## src/rtl/sdram_init_ctrl.sv

```systemverilog
// SDRAM power-up initialisation sequencer: power-up wait, PRECHARGE ALL,
// two AUTO REFRESH, LOAD MODE REGISTER, then a sticky Init_done.
module sdram_init_ctrl #(
  parameter int unsigned      ASIZE     = 12,
  parameter int unsigned      T_POWERUP = 20000,
  parameter int unsigned      T_RP      = 2,
  parameter int unsigned      T_RC      = 7,
  parameter int unsigned      T_MRD     = 2,
  parameter logic [ASIZE-1:0] MODE_REG  = ASIZE'(12'h032)
) (
  input  logic             Clk,
  input  logic             Rst,
  output logic [3:0]       Command,
  output logic [ASIZE-1:0] Saddr,
  output logic             Init_done
);

  localparam logic [3:0] CMD_NOP = 4'b0111;
  localparam logic [3:0] CMD_PRE = 4'b0010;
  localparam logic [3:0] CMD_REF = 4'b0001;
  localparam logic [3:0] CMD_LMR = 4'b0000;

  localparam int unsigned T_MAX_A = (T_POWERUP > T_RC)  ? T_POWERUP : T_RC;
  localparam int unsigned T_MAX_B = (T_RP > T_MRD)      ? T_RP      : T_MRD;
  localparam int unsigned T_MAX   = (T_MAX_A > T_MAX_B) ? T_MAX_A   : T_MAX_B;
  localparam int unsigned CW      = (T_MAX < 2) ? 1 : $clog2(T_MAX + 1);

  // Gap states are entered one cycle after their command, so they exit at
  // count T_x-2; a gap of 1 skips the gap state entirely.
  localparam logic [CW-1:0] PWR_END = CW'(T_POWERUP);
  localparam logic [CW-1:0] RP_END  = CW'((T_RP  > 1) ? T_RP  - 2 : 0);
  localparam logic [CW-1:0] RC_END  = CW'((T_RC  > 1) ? T_RC  - 2 : 0);
  localparam logic [CW-1:0] MRD_END = CW'((T_MRD > 1) ? T_MRD - 2 : 0);

  // A10 selects all banks; narrower buses have no A10 to drive.
  localparam logic [ASIZE-1:0] PRE_ADDR = ASIZE'((ASIZE > 10) ? (1 << 10) : 0);

  typedef enum logic [3:0] {
    S_WAIT, S_PRE, S_TRP, S_REF1, S_TRC1, S_REF2, S_TRC2, S_LMR, S_TMRD, S_DONE
  } state_t;

  state_t           state, state_nx;
  logic [CW-1:0]    cnt, cnt_nx;
  logic [3:0]       cmd_nx;
  logic [ASIZE-1:0] addr_nx;
  logic             done_nx;

  always_comb begin
    state_nx = state;
    case (state)
      S_WAIT: if (cnt == PWR_END) state_nx = S_PRE;
      S_PRE:  state_nx = (T_RP  <= 1) ? S_REF1 : S_TRP;
      S_TRP:  if (cnt == RP_END) state_nx = S_REF1;
      S_REF1: state_nx = (T_RC  <= 1) ? S_REF2 : S_TRC1;
      S_TRC1: if (cnt == RC_END) state_nx = S_REF2;
      S_REF2: state_nx = (T_RC  <= 1) ? S_LMR  : S_TRC2;
      S_TRC2: if (cnt == RC_END) state_nx = S_LMR;
      S_LMR:  state_nx = (T_MRD <= 1) ? S_DONE : S_TMRD;
      S_TMRD: if (cnt == MRD_END) state_nx = S_DONE;
      S_DONE: state_nx = S_DONE;
      default: state_nx = S_WAIT;
    endcase
  end

  always_comb begin
    cnt_nx = cnt + CW'(1);
    if (state_nx != state) cnt_nx = '0;
    else if (state == S_DONE) cnt_nx = cnt;
  end

  // Outputs are decoded from the next state so the registered command
  // appears in the same cycle the FSM enters its state.
  always_comb begin
    cmd_nx  = CMD_NOP;
    addr_nx = '0;
    done_nx = 1'b0;
    case (state_nx)
      S_PRE: begin
        cmd_nx  = CMD_PRE;
        addr_nx = PRE_ADDR;
      end
      S_REF1, S_REF2: cmd_nx = CMD_REF;
      S_LMR: begin
        cmd_nx  = CMD_LMR;
        addr_nx = MODE_REG;
      end
      S_DONE: done_nx = 1'b1;
      default: ;
    endcase
  end

  always_ff @(posedge Clk) begin
    if (Rst) begin
      state     <= S_WAIT;
      cnt       <= '0;
      Command   <= CMD_NOP;
      Saddr     <= '0;
      Init_done <= 1'b0;
    end else begin
      state     <= state_nx;
      cnt       <= cnt_nx;
      Command   <= cmd_nx;
      Saddr     <= addr_nx;
      Init_done <= done_nx;
    end
  end

endmodule

```

## config.mk

```make
export PLATFORM = sky130hd
export DESIGN_NAME = sdram_init_ctrl
export DESIGN_NICKNAME = d
export VERILOG_FILES = /design/src/rtl/sdram_init_ctrl.sv
export SDC_FILE = /design/constraint.sdc
export NUM_CORES = 1
export LEC_CHECK = 0
export ABC_CLOCK_PERIOD_IN_PS = 2100
export CAP_MARGIN = 20
export CORE_ASPECT_RATIO = 0.8
export CORE_UTILIZATION = 35
export DETAILED_ROUTE_END_ITERATION = 8
export GPL_TIMING_DRIVEN = 0
export SLEW_MARGIN = 20
export SYNTH_ARGS = -nofsm -noshare
export SYNTH_HDL_FRONTEND = slang
export SYNTH_SLANG_ARGS = --single-unit
export TNS_END_PERCENT = 1
```

## constraint.sdc

```tcl
create_clock -name Clk -period 2.1 [get_ports Clk]
set_input_delay 0.315 -clock Clk [delete_from_list [all_inputs] [get_ports Clk]]
set_output_delay 0.315 -clock Clk [all_outputs]
set_load 0.05 [all_outputs]
```

==> impl_results.md <==
- CTS sink cnt: 25
- Die Footprint: 3990 µm²
- CTS tree: built
- IO Pins: 19
- Drt initial violations: 47
- Antenna cell count: 0
- Worst r2r path cells: 8
- Placer Congestion: slightly above 0.8
- Num rows: 19
- Max Root-Sink Buffers: 2
- Tightest Pin Transition: 622 ps
- Antenna violations before repair: 0
- Final cell count without fillers: 225
- Kind of end point of the critical path: flip-flop
- Status: finished with violations
- Hold_ws: 505 ps
- Largest net degree at the start of global routing: 14
- IO Port Bufs: 9
- Commonest non-fill, non-tap cell in the layout: dfxtp_1
- Area delta synth->final: 26.7%
- Distinct cells, synth: 36
- Max cap viols: 0
- Drt drc: 0
- Relative slew slack: 57.9%
- WHS Path Cells: 2
- Clock Pin Slew Worst Setup and Hold Paths: 80 ps
- Power after layout: about 0.9 mW
- Die width: 70.3 µm
- Grt total ovfl: 0
- Dpl cells: 214
- Hold Path Class: reg2reg
- Total CTS buffers: 3
- Final setup fails: 14
- Nets: 189
- WP buf/inv: 2
- Kind of critical path: reg2reg
- Synthesized area: 1310 µm²
- Synth Flop Type: dfxtp_1
- CP Cell Sequence: inv_2, ha_4, or3b_4, or3_1, a2111o_1, o2111ai_4, buf_6, nor2_1
- #FFs+latches synth: 25
- RSZ-0062 raised after global routing: true
- CP top delay family: simple AND/OR/NAND/NOR gates
- Share of post-route cells with drive strength above 1: 23.5%
- CP peak stage delay: 460 ps
- Final WS setup: -89.9 ps
- Max-slew violation count: 0
- GR Util All Layers: ~15%
- Synthesized area per cell: 8.44 µm²
- Slowest-stage cell, CP: a2111o_1
- Max VDD drop: 0.309 mV
- First-pass GRT wire length: roughly 4.7 mm
- Worst Clk Skew: between 2 and 2.5 ps
- Pleak: 0.671 nW
- Yosys Warn Count: 0
- Vias per cell: 5.01
- Critical path fanouts, max: 5
- Async set or reset register ratio after synthesis: 0%
- Hpwl dp: 1.91 mm
- Tcrit/Tclk final: 104%
- Seq/Total Area, Yosys: 38.3%
- Min Tclk post-route: ~2200 ps
- Failing checks: setup timing
- Crit path depth: 8
- Number of global-route vias before repair: approximately 1k
- Pre-CTS WS: -176 ps
- Root buf cell: clkbuf_8
- Final hold vios: 0
- Crit path DAT: 2360 ps
- Wirelength per Cell: 12.9 µm
- DRT Wirelength: 2.91 mm
- Critical Path RT: approximately 2300 ps
- Highest-count cells in the layout ignoring fill and taps: dfxtp_1, nor2_1, buf_4, nand2_1, xor2_1
- Pwr Density: 535 nW/µm²
- Die Ht: 56.7 µm
- Starting Density: 37.4%
- Synthesized instance count: 155
- TritonRoute pass-1 iters: 4
- CP Launch Type: flip-flop
- Clk Latency, worst-skew pair: roughly 270 ps
- EDFF count, synth: 0
- Core footprint: 3490 µm²
- H-tree Lvls: 1
- Max Freq: between 400 and 500 MHz
- Post-route antenna net violation count: 0
- Routed vias: 1,127
-- cell usage after synthesis (2+ instances only) --
master     count  area [µm²]
dfxtp_1       25         500
nor2_1        20        75.1
nand2_1       15        56.3
buf_4         13        97.6
xor2_1        12         105
nand3_1        8        40.0
nand4_1        7        43.8
inv_1          5        18.8
a21oi_1        4        20.0
nor3_1         4        20.0
a31oi_1        3        18.8
ha_1           3        37.5
nor2b_1        3        18.8
xnor2_1        3        26.3
a2111o_1       2        22.5
and3_1         2        12.5
clkbuf_1       2        7.51
nand4b_1       2        17.5
nor4_1         2        12.5
o2111ai_1      2        17.5
o21ai_0        2        10.0
or3_1          2        12.5
-- per-stage QoR --
step	TNS, ps	instance area [µm²]	utilization (%)
after detailed placement	-1980	1480	42.4
after global placement	-1240	1480	42.4
after global routing	-2010	1660	47.4
after CTS	-1250	1560	44.5
after floorplan	0	1340	-
final	-1060	1660	47.4
-- tightest hold or removal path: cells and delay by family, from the launching register on --
family	cells	cell delay, ps
AO/OA/AOI/OAI	1	50
AND/OR/NAND/NOR	1	80
flip-flops	1	350
-- final timing paths --
kind,startpoint,endpoint,slack [ps]
max,cnt[1],cnt[8],-90
min,cnt[1],cnt[1],500
max reg2reg,cnt[1],cnt[8],-90
min reg2reg,cnt[1],cnt[1],500
-- registers in the layout, indices dropped and copies added (netlist names) --
signal	flops
Init_done	1
cnt	15
Saddr	2
state	4
Command	3
-- kinds of logic (layout without fill, tap and decap cells) --
kind of cell / after synthesis / count (layout) / share of synthesized area (%)
simple gates: 74 / 74 / 29.2
flops: 25 / 25 / 38.3
buf+inv: 22 / 42 / 10.7
compound gates: 15 / 15 / 8.61
xor+xnor: 15 / 15 / 10.0
fa+ha+maj: 3 / 3 / 2.87
other cells: 1 / 9 / 0.287
-- final cells by class --
class	instances	area (µm²)
repair buffers	16	150
multi-input cells	116	764
clock buffers	4	45.0
well taps	42	52.6
plain buffers	17	123
flip-flops and latches	25	503
fillers	335	1840
inverters	5	18.8
-- routing by layer --
| metal | share of wire, % | vias up | track usage, % |
|---|---|---|---|
| met5 | 0 | - | 0 |
| met4 | 1.1 | 0 | 3.43 |
| met1 | 48 | 530 | 18.4 |
| met3 | 3.1 | 5 | 3.77 |
| met2 | 48 | 21 | 25.4 |
| li1 | - | 571 | - |
-- report_power, final --
part           internal [mW]  switching (mW)  leakage (nW)
registers              0.479         0.00553         0.203
clock network          0.136           0.153        0.0228
logic                 0.0466          0.0655         0.446
total                  0.662           0.224         0.671
-- timing repair --
action                                 in CTS  in global routing
pin swaps                                   1                 13
buffers inserted                            2                  4
resized for setup                           7                 14
endpoints found under the hold margin       0                  0
gates cloned                                0                  1
setup endpoints to repair                  20                 18
hold buffers                                0                  0
(Power assumes the default switching activity.)
